$ cat src/rtl/om_blend_eqn_pipe_pkg.sv
// rtl/om_blend_eqn_pipe_pkg.sv - shared output-merger types and blend mode constants
package VX_om_pkg;

  localparam int VX_OM_BLEND_MODE_BITS = 3;

  localparam logic [VX_OM_BLEND_MODE_BITS-1:0] VX_OM_BLEND_MODE_ADD     = 3'd0;
  localparam logic [VX_OM_BLEND_MODE_BITS-1:0] VX_OM_BLEND_MODE_SUB     = 3'd1;
  localparam logic [VX_OM_BLEND_MODE_BITS-1:0] VX_OM_BLEND_MODE_REV_SUB = 3'd2;
  localparam logic [VX_OM_BLEND_MODE_BITS-1:0] VX_OM_BLEND_MODE_MIN     = 3'd3;
  localparam logic [VX_OM_BLEND_MODE_BITS-1:0] VX_OM_BLEND_MODE_MAX     = 3'd4;

  // argb packed, byte 3 = alpha
  typedef struct packed {
    logic [7:0] a;
    logic [7:0] r;
    logic [7:0] g;
    logic [7:0] b;
  } om_color_t;

endpackage

$ cat src/rtl/om_blend_eqn_pipe_if.sv
// rtl/om_blend_eqn_pipe_if.sv - request/result handshake bundle of the blend equation stage
interface om_blend_eqn_pipe_if
  import VX_om_pkg::*;
#(
  parameter int TAG_WIDTH = 8
);
  logic                             valid_in;
  logic                             ready_in;
  logic [VX_OM_BLEND_MODE_BITS-1:0] mode_rgb;
  logic [VX_OM_BLEND_MODE_BITS-1:0] mode_a;
  om_color_t                        src_color;
  om_color_t                        dst_color;
  om_color_t                        src_factor;
  om_color_t                        dst_factor;
  logic [TAG_WIDTH-1:0]             tag_in;
  logic                             valid_out;
  logic                             ready_out;
  om_color_t                        color_out;
  logic [TAG_WIDTH-1:0]             tag_out;

  modport master (
    output valid_in, mode_rgb, mode_a, src_color, dst_color, src_factor, dst_factor, tag_in,
    output ready_out,
    input  ready_in, valid_out, color_out, tag_out
  );

  modport slave (
    input  valid_in, mode_rgb, mode_a, src_color, dst_color, src_factor, dst_factor, tag_in,
    input  ready_out,
    output ready_in, valid_out, color_out, tag_out
  );
endinterface

$ cat src/rtl/om_blend_eqn_pipe_chan.sv
// rtl/om_blend_eqn_pipe_chan.sv - one channel: normalise products (stage 2), combine (stage 3)
module om_blend_eqn_chan
  import VX_om_pkg::*;
(
  input  logic [15:0]                      i_ps,
  input  logic [15:0]                      i_pd,
  output logic [7:0]                       o_s,
  output logic [7:0]                       o_d,
  input  logic [7:0]                       i_s,
  input  logic [7:0]                       i_d,
  input  logic [7:0]                       i_src,
  input  logic [7:0]                       i_dst,
  input  logic [VX_OM_BLEND_MODE_BITS-1:0] i_mode,
  output logic [7:0]                       o_res
);
  logic [16:0] w_ts;
  logic [16:0] w_td;
  logic [16:0] w_us;
  logic [16:0] w_ud;
  logic [8:0]  w_sum;

  // (p + 128 + ((p + 128) >> 8)) >> 8 is exact round(p/255); bit 16 never sets for 8x8 products
  assign w_ts = {1'b0, i_ps} + 17'd128;
  assign w_td = {1'b0, i_pd} + 17'd128;
  assign w_us = w_ts + {8'd0, w_ts[16:8]};
  assign w_ud = w_td + {8'd0, w_td[16:8]};
  assign o_s  = w_us[16] ? 8'hFF : w_us[15:8];
  assign o_d  = w_ud[16] ? 8'hFF : w_ud[15:8];

  assign w_sum = {1'b0, i_s} + {1'b0, i_d};

  always_comb begin
    o_res = i_src;
    case (i_mode)
      VX_OM_BLEND_MODE_ADD:     o_res = w_sum[8] ? 8'hFF : w_sum[7:0];
      VX_OM_BLEND_MODE_SUB:     o_res = (i_s >= i_d) ? (i_s - i_d) : 8'h00;
      VX_OM_BLEND_MODE_REV_SUB: o_res = (i_d >= i_s) ? (i_d - i_s) : 8'h00;
      VX_OM_BLEND_MODE_MIN:     o_res = (i_src < i_dst) ? i_src : i_dst;
      VX_OM_BLEND_MODE_MAX:     o_res = (i_src > i_dst) ? i_src : i_dst;
      default:                  o_res = i_src;
    endcase
  end
endmodule

$ cat src/rtl/om_blend_eqn_pipe.sv
// rtl/om_blend_eqn_pipe.sv - 3-stage elastic blend equation pipe: multiply, normalise, combine
module om_blend_eqn_pipe
  import VX_om_pkg::*;
#(
  parameter int TAG_WIDTH = 8
)(
  input  logic                clk,
  input  logic                reset_n,
  om_blend_eqn_pipe_if.slave  bus
);
  logic        w_stall;
  logic        w_adv;
  logic [31:0] w_src;
  logic [31:0] w_dst;
  logic [31:0] w_sf;
  logic [31:0] w_df;

  logic                             r_v1, r_v2, r_v3;
  logic [3:0][15:0]                 r_ps1, r_pd1;
  logic [31:0]                      r_src1, r_dst1, r_src2, r_dst2;
  logic [VX_OM_BLEND_MODE_BITS-1:0] r_mrgb1, r_ma1, r_mrgb2, r_ma2;
  logic [TAG_WIDTH-1:0]             r_tag1, r_tag2, r_tag3;
  logic [3:0][7:0]                  r_s2, r_d2;
  logic [31:0]                      r_color3;

  logic [3:0][7:0]                  w_s, w_d, w_res;
  logic [3:0][VX_OM_BLEND_MODE_BITS-1:0] w_mode;

  // global stall: every stage, bubbles included, freezes while the output is blocked
  assign w_stall      = r_v3 & ~bus.ready_out;
  assign w_adv        = ~w_stall;
  assign bus.ready_in = w_adv;

  assign w_src = bus.src_color;
  assign w_dst = bus.dst_color;
  assign w_sf  = bus.src_factor;
  assign w_df  = bus.dst_factor;

  always_ff @(posedge clk or negedge reset_n) begin
    if (!reset_n) begin
      r_v1    <= 1'b0;
      r_ps1   <= '0;
      r_pd1   <= '0;
      r_src1  <= '0;
      r_dst1  <= '0;
      r_mrgb1 <= '0;
      r_ma1   <= '0;
      r_tag1  <= '0;
    end else if (w_adv) begin
      r_v1    <= bus.valid_in;
      r_src1  <= w_src;
      r_dst1  <= w_dst;
      r_mrgb1 <= bus.mode_rgb;
      r_ma1   <= bus.mode_a;
      r_tag1  <= bus.tag_in;
      for (int i = 0; i < 4; i++) begin
        r_ps1[i] <= {8'd0, w_src[8*i +: 8]} * {8'd0, w_sf[8*i +: 8]};
        r_pd1[i] <= {8'd0, w_dst[8*i +: 8]} * {8'd0, w_df[8*i +: 8]};
      end
    end
  end

  for (genvar i = 0; i < 4; i++) begin : g_chan
    assign w_mode[i] = (i == 3) ? r_ma2 : r_mrgb2;

    om_blend_eqn_chan u_chan (
      .i_ps   (r_ps1[i]),
      .i_pd   (r_pd1[i]),
      .o_s    (w_s[i]),
      .o_d    (w_d[i]),
      .i_s    (r_s2[i]),
      .i_d    (r_d2[i]),
      .i_src  (r_src2[8*i +: 8]),
      .i_dst  (r_dst2[8*i +: 8]),
      .i_mode (w_mode[i]),
      .o_res  (w_res[i])
    );
  end

  always_ff @(posedge clk or negedge reset_n) begin
    if (!reset_n) begin
      r_v2    <= 1'b0;
      r_s2    <= '0;
      r_d2    <= '0;
      r_src2  <= '0;
      r_dst2  <= '0;
      r_mrgb2 <= '0;
      r_ma2   <= '0;
      r_tag2  <= '0;
    end else if (w_adv) begin
      r_v2    <= r_v1;
      r_s2    <= w_s;
      r_d2    <= w_d;
      r_src2  <= r_src1;
      r_dst2  <= r_dst1;
      r_mrgb2 <= r_mrgb1;
      r_ma2   <= r_ma1;
      r_tag2  <= r_tag1;
    end
  end

  always_ff @(posedge clk or negedge reset_n) begin
    if (!reset_n) begin
      r_v3     <= 1'b0;
      r_color3 <= '0;
      r_tag3   <= '0;
    end else if (w_adv) begin
      r_v3     <= r_v2;
      r_color3 <= w_res;
      r_tag3   <= r_tag2;
    end
  end

  assign bus.valid_out = r_v3;
  assign bus.color_out = r_color3;
  assign bus.tag_out   = r_tag3;
endmodule

$ cat src/flat_wrapper.sv
// flat-port wrapper written by rule: the top's interface ports become plain ports
module om_blend_eqn_pipe_flat import VX_om_pkg::*;
#(
  parameter int TAG_WIDTH = 8
)
  (clk, reset_n, bus_valid_in, bus_mode_rgb, bus_mode_a, bus_src_color, bus_dst_color, bus_src_factor, bus_dst_factor, bus_tag_in, bus_ready_out, bus_ready_in, bus_valid_out, bus_color_out, bus_tag_out);
  om_blend_eqn_pipe_if #(.TAG_WIDTH(TAG_WIDTH)) bus_i ();
  input  logic clk;
  input  logic reset_n;
  input wire logic [$bits(bus_i.valid_in)-1:0] bus_valid_in;
  input wire logic [$bits(bus_i.mode_rgb)-1:0] bus_mode_rgb;
  input wire logic [$bits(bus_i.mode_a)-1:0] bus_mode_a;
  input wire logic [$bits(bus_i.src_color)-1:0] bus_src_color;
  input wire logic [$bits(bus_i.dst_color)-1:0] bus_dst_color;
  input wire logic [$bits(bus_i.src_factor)-1:0] bus_src_factor;
  input wire logic [$bits(bus_i.dst_factor)-1:0] bus_dst_factor;
  input wire logic [$bits(bus_i.tag_in)-1:0] bus_tag_in;
  input wire logic [$bits(bus_i.ready_out)-1:0] bus_ready_out;
  output wire logic [$bits(bus_i.ready_in)-1:0] bus_ready_in;
  output wire logic [$bits(bus_i.valid_out)-1:0] bus_valid_out;
  output wire logic [$bits(bus_i.color_out)-1:0] bus_color_out;
  output wire logic [$bits(bus_i.tag_out)-1:0] bus_tag_out;
  assign bus_i.valid_in = bus_valid_in;
  assign bus_i.mode_rgb = bus_mode_rgb;
  assign bus_i.mode_a = bus_mode_a;
  assign bus_i.src_color = bus_src_color;
  assign bus_i.dst_color = bus_dst_color;
  assign bus_i.src_factor = bus_src_factor;
  assign bus_i.dst_factor = bus_dst_factor;
  assign bus_i.tag_in = bus_tag_in;
  assign bus_i.ready_out = bus_ready_out;
  assign bus_ready_in = bus_i.ready_in;
  assign bus_valid_out = bus_i.valid_out;
  assign bus_color_out = bus_i.color_out;
  assign bus_tag_out = bus_i.tag_out;
  om_blend_eqn_pipe #(.TAG_WIDTH(TAG_WIDTH)) u_core (.clk(clk), .reset_n(reset_n), .bus(bus_i));
endmodule
$ cat config.mk
export PLATFORM = sky130hd
export DESIGN_NAME = om_blend_eqn_pipe_flat
export DESIGN_NICKNAME = d
export VERILOG_FILES = /design/src/rtl/om_blend_eqn_pipe_pkg.sv /design/src/rtl/om_blend_eqn_pipe_if.sv /design/src/rtl/om_blend_eqn_pipe_chan.sv /design/src/rtl/om_blend_eqn_pipe.sv /design/src/flat_wrapper.sv
export SDC_FILE = /design/constraint.sdc
export NUM_CORES = 2
export LEC_CHECK = 0
export BUFFER_PORTS_ARGS = -buffer_cell sky130_fd_sc_hd__buf_4
export CAP_MARGIN = 25
export CORE_MARGIN = 2
export CORE_UTILIZATION = 43
export CTS_CLUSTER_DIAMETER = 60
export DETAILED_ROUTE_END_ITERATION = 8
export GPL_TIMING_DRIVEN = 1
export MAX_ROUTING_LAYER = met4
export PLACE_DENSITY = 0.71
export SLEW_MARGIN = 5
export SYNTH_ARGS = -nofsm -noshare
export SYNTH_HDL_FRONTEND = slang
export SYNTH_HIERARCHICAL = 1
export SYNTH_SLANG_ARGS = --single-unit
$ cat constraint.sdc
create_clock -name clk -period 4 [get_ports clk]
set_input_delay 0.4 -clock clk [delete_from_list [all_inputs] [get_ports clk]]
set_output_delay 0.4 -clock clk [all_outputs]
set_load 0.02 [all_outputs]
After elaboration in Yosys (flattened, before gate mapping). Cells that the tools add are included.

Add/subtract/negate cells: 28. $mul: 8. Magnitude comparators: 16. Equality and inequality tests: 8. Mux-type cells: 32. Bitwise gates (word level): 3. Reduce and logical (&&, ||, !) cells: 2.

Operator list (count): 8-bit 2-to-1 mux (28); 8-bit one-hot mux with 5 select lines (4); 16-bit by 8-bit adder with 17-bit output (second input constant) (8); 17-bit by 9-bit adder with 17-bit output (8); 8-bit by 8-bit multiplier with 16-bit output (8); 8-bit greater-or-equal comparator (8); 8-bit subtractor (8); 8-bit by 8-bit adder with 9-bit output (4); 8-bit > comparator (4); 8-bit < comparator (4); 3-bit by 2-bit equality test with 1-bit output (second input constant) (4); 3-bit by 1-bit equality test with 1-bit output (second input constant) (2); 3-bit equality test (second input constant) (2); 3-bit zero test (2); 1-bit inverter (2); 1-bit AND (1).

Register bits after elaboration: 391. Output and inout bits: 42.

Longest topological paths before layout.
Word-level depth: 3. Depth in mapped cells: 17. Depth with buffers taken out: 16.

Hierarchy. Netlist, hierarchy kept.

Modules (own cells, without submodules): om_blend_eqn_pipe (times used 1, cells an instance 3460, area an instance 30959.7 um2, seq. area each 9784.4 um2); om_blend_eqn_chan (times used 4, cells an instance 387, area an instance 2693.8 um2, seq. area each 0.0 um2).

Worst setup path before layout. No wires, ideal clock.

Path type: input port to flip-flop. Start: input port bus_dst_color[15]. End: register u_core/r_pd1[28] (netlist bit). Library setup time: 0.125 ns. Data arrival time: 3.967 ns. Slack: -0.092 ns. Stages on the path: 13. Path buffers: 0. Path through: and2_1 > fa_1 > fa_1 > fa_1 > inv_1 > fa_1 > inv_1 > ha_1 > a2111o_1 > o22ai_1 > o21a_1 > xnor2_1 > mux2_2.

Longest elaborated chain between the ends: 1.

Ends and longest elaborated chain: start: declaration (line flat_wrapper.sv:14) `input wire logic [$bits(bus_i.dst_color)-1:0] bus_dst_color;`; 8-bit by 8-bit multiplier with 16-bit output (line om_blend_eqn_pipe.sv:58) `r_pd1[i] <= {8'd0, w_dst[8*i +: 8]} * {8'd0, w_df[8*i +: 8]};`; end signal: indexed assignment (line om_blend_eqn_pipe.sv:58); end: declaration (line om_blend_eqn_pipe.sv:19) `logic [3:0][15:0] r_ps1, r_pd1;`.

Every way passes these cells. A chain may end at the register's enable or synchronous reset.

Worst setup path after layout.
Start: input port bus_src_color[3]. End: register u_core/r_ps1[14] (netlist bit).

Longest elaborated chain between the ends: 1.

Ends and longest elaborated chain: start: declaration (line flat_wrapper.sv:13) `input wire logic [$bits(bus_i.src_color)-1:0] bus_src_color;`; 8-bit by 8-bit multiplier with 16-bit output (line om_blend_eqn_pipe.sv:57) `r_ps1[i] <= {8'd0, w_src[8*i +: 8]} * {8'd0, w_sf[8*i +: 8]};`; end signal: indexed assignment (line om_blend_eqn_pipe.sv:57); end: declaration (line om_blend_eqn_pipe.sv:19).

Every way passes these cells.

==> results.md <==
* Clock tree buffer depth at 3
* Setup Skew at approximately 17 ps
* Yosys top cell by area: dfrtp_1
* Final core occ at between 50% and 60%
* Dpl cell area at 46,700 um2
* Total congestion overflow at 0
* 1st-iter DRT viols at 2,075
* Critical Path Source: bus_src_color[3]
* Setup bufs post-CTS at 0
* Share of cells above drive strength 1 at a little under an eighth
* HPWL Detailed at 80,400 um
* Tot GR Track Use at a little over a fifth
* Sw Ratio at between 40% and 50%
* Crit path required time at about 4500 ps
* CTS tree: done
* ANT nets after route at 0
* Number of fill cells at 9,063
* Wirelength, routed at ~100,000 um
* Seq/Total Area, Yosys at around a quarter
* Synth top cells by count: nand2_1 (1,185), inv_1 (575), ha_1 (488)
* Crit-path max FO at 4
* Initial antenna violation count at 2
* Asr flop ratio synth at between 90% and 100%
* Net Sw Power at approximately 16 mW
* Synth Flop Type: dfrtp_1
* Core area at about 96,000 um2
* Top-count cell post-synth: nand2_1
* Worst r2r dst: u_core/r_s2[30]
* P_leak at between 20 and 30 nW
* Starting Density at a little over two fifths
* Int Pwr at ~18 mW
* Flop-to-flop setup slack at 610 ps
* Syn Area/Cell at 8.33 um2
* Via Count at 35,100
* Largest net degree at the start of global routing at 162
* Design Area, Final at approximately 49,000 um2
* CP endpoint: u_core/r_ps1[14]
* Worst-path clk slew at 60 ps
* Die X at ~320 um
* Routability cong. at roughly 0.92
* FMAX at around 0.27 GHz
* Worst skew pair latency at approximately 600 ps
* Clock network fraction of total power at about 14%
* Final Hold Viols at 0
* Number of distinct library cells after synthesis at 82
* DRC viols at 0
* Fin crit period at ~3700 ps
* Reg power frac at 21.8%
* Wire length of the first global-routing pass at 172,000 um
* Area growth from synthesis to layout at 16.2%
* Synth area leaders: dfrtp_1 (23%), ha_1 (15%), fa_1 (14%), nand2_1 (11%), and2_1 (6.4%)
* Cells after synthesis at between 5,000 and 6,000
* Hold Path Class: in -> reg
* Post-layout net count at 6,371
* Vias in the first global route at between 30,000 and 40,000
* FP Rows at between 100 and 150
* Status: finished, final reports clean
* Crit Reg-Reg Startpoint: u_core/r_ps1[55]
* Setup CP Type: in -> reg
* CTS Buf Count at 50
* Routed via count divided by cell count at 5.19
* Max Cap Viol at 0
* # clock sinks at roughly 400
* RSZ-0062 raised after global routing: no
* IO Count at between 150 and 200
* Port-buffer cells at approximately 190
* Routed WL per cell at 15.0 um
* Die H at roughly 320 um
* Slew @ Worst Pin at a little under 1000 ps
* Worst Reg-to-Reg Cells at 12
* Yosys top cell area share at a little under a quarter
* Final worst-path cycle share at roughly 93%
* Flops & latches, synth at about 400
* Die ar. at around 100,000 um2
* Rel. slew slack at around a third
* Root Driver: clkbuf_16
* # setup viols final at 0
* H-tree levels at 2
* Post-synth EDFFs at 0
* Synth Warn # at 6
* Syn nets at 5,942
* Worst EP arrival at about 4200 ps
* 1st-pass router iterations at 8
* PD cells at 712 nW/um2
* Worst setup EP type: register
* Final Max Tran Viols at 0
* Post-Syn Area at 41,700 um2
* Comb power frac at approximately two thirds
* CP Launch Type: primary input
* Max VDD drop at 0.000486 V
## cells by family (layout without fill, tap and decap cells)
logic type	after synthesis	count (layout)	synth area share, %
AOI/OAI and AO/OA	855	855	13.8
and+or+nand+nor	2069	2069	22.7
other	0	2	0
buffers and inverters	708	1175	6.50
muxes	39	39	0.998
xor gates and xnor gates	158	158	3.57
DFF	391	391	23.4
adders and majority gates	788	788	29.0
## sequential cells by signal, indices dropped and copies added (netlist names), 3 cells and up
| register | count |
|---|---|
| u_core/r_pd1 | 64 |
| u_core/r_ps1 | 64 |
| u_core/bus.color_out | 32 |
| u_core/r_d2 | 32 |
| u_core/r_dst1 | 32 |
| u_core/r_dst2 | 32 |
| u_core/r_s2 | 32 |
| u_core/r_src1 | 32 |
| u_core/r_src2 | 32 |
| u_core/bus.tag_out | 8 |
| u_core/r_tag1 | 8 |
| u_core/r_tag2 | 8 |
| u_core/r_ma1 | 3 |
| u_core/r_ma2 | 3 |
| u_core/r_mrgb1 | 3 |
| u_core/r_mrgb2 | 3 |
## layout by cell type, fill, tap and decap left out, types with 10 or more instances in the layout
| cell | n |
|---|---|
| nand2_1 | 1185 |
| inv_1 | 575 |
| ha_1 | 487 |
| buf_4 | 485 |
| and2_1 | 430 |
| dfrtp_1 | 391 |
| fa_1 | 300 |
| a21oi_1 | 232 |
| nor2_1 | 189 |
| o21ai_0 | 120 |
| xnor2_1 | 91 |
| o21ai_1 | 75 |
| a21o_1 | 66 |
| nand3_1 | 64 |
| xor2_1 | 59 |
| clkbuf_16 | 50 |
| nand4_1 | 42 |
| nor3_1 | 40 |
| o21a_1 | 35 |
| a211oi_1 | 35 |
| nand2b_1 | 31 |
| nor2b_1 | 30 |
| mux2i_1 | 30 |
| o22ai_1 | 28 |
| a31oi_1 | 25 |
| o211ai_1 | 21 |
| a221o_1 | 20 |
| o21bai_1 | 19 |
| o31ai_1 | 15 |
| dlygate4sd3_1 | 14 |
| a31o_1 | 13 |
| or3_1 | 10 |
## metrics by stage
| step | hold slack (ps) | std cells | setup TNS (ps) | setup WS (ps) | total power, mW |
|---|---|---|---|---|---|
| 4_1_cts | 66.9 | 6751 | 0 | 295 | 34.7 |
| 5_1_grt | 69.6 | 6753 | 0 | 2.50 | 38.0 |
| 2_1_floorplan | 104 | 5008 | -11.6 | -11.6 | 23.2 |
| 3_5_place_dp | 451 | 6647 | -10960 | -350 | 29.7 |
| 3_3_place_gp | 443 | 6647 | -8520 | -324 | 29.2 |
| 6_report | 96.8 | 6753 | 0 | 275 | 34.5 |
## critical path: stages
cell and delay (ps):
buf_4 120, and2_1 170, fa_1 460, fa_1 490, inv_1 60, fa_1 480
fa_1 490, inv_1 40, ha_1 290, o21a_2 150, a2111oi_4 370, nor2_1 110
a311oi_2 290, xor2_1 180, o21ai_1 70
## final cells by class
cell class / instances / area, um2 / area share, %
Multi-Input combinational cell: 3909 / 29300 / 60.3
Sequential cell: 391 / 9780 / 20.2
Timing Repair Buffer: 509 / 3980 / 8.20
Inverter: 576 / 2170 / 4.47
Tap cell: 1276 / 1600 / 3.29
Clock buffer: 63 / 1370 / 2.82
Clock inverter: 27 / 345 / 0.712
Antenna cell: 2 / 5.00 / 0.0103
## routing by layer
layer / global-route usage (%) / part of all wire (%) / vias to the layer above
met5: - / 0 / -
met4: 4.74 / 2.1 / 0
met3: 1.95 / 3.7 / 134
met2: 36.4 / 50 / 621
met1: 27.1 / 45 / 17000
li1: - / - / 17300
## timing repair
item	in CTS	in global routing
setup endpoints to repair	0	0
hold endpoints to repair	115	0
resized for setup	0	0
hold buffers	14	0
## how the worst min path moves through the flow
stage | from | end | slack, ps | depth (start not counted)
2_1_floorplan | reset_n | u_core/bus.color_out[0] | 100 | 0
5_1_grt | bus_mode_rgb[2] | u_core/r_mrgb1[2] | 70 | 3
4_1_cts | bus_dst_factor[16] | u_core/r_pd1[32] | 70 | 3
3_5_place_dp | u_core/r_v2 | u_core/r_v2 | 450 | 2
3_3_place_gp | u_core/r_v2 | u_core/r_v2 | 440 | 2
6_report | bus_mode_rgb[2] | u_core/r_mrgb1[2] | 100 | 3
## power groups by stage
stage	Clock, mW	Combinational, mW	Sequential [mW]
after floorplan	0	16.1	7.08
after global routing	4.94	25.3	7.75
after CTS	4.78	22.4	7.52
final	4.65	22.4	7.52
after detailed placement	0	22.2	7.57
after global placement	0	21.7	7.50
(Power assumes the default switching activity.)
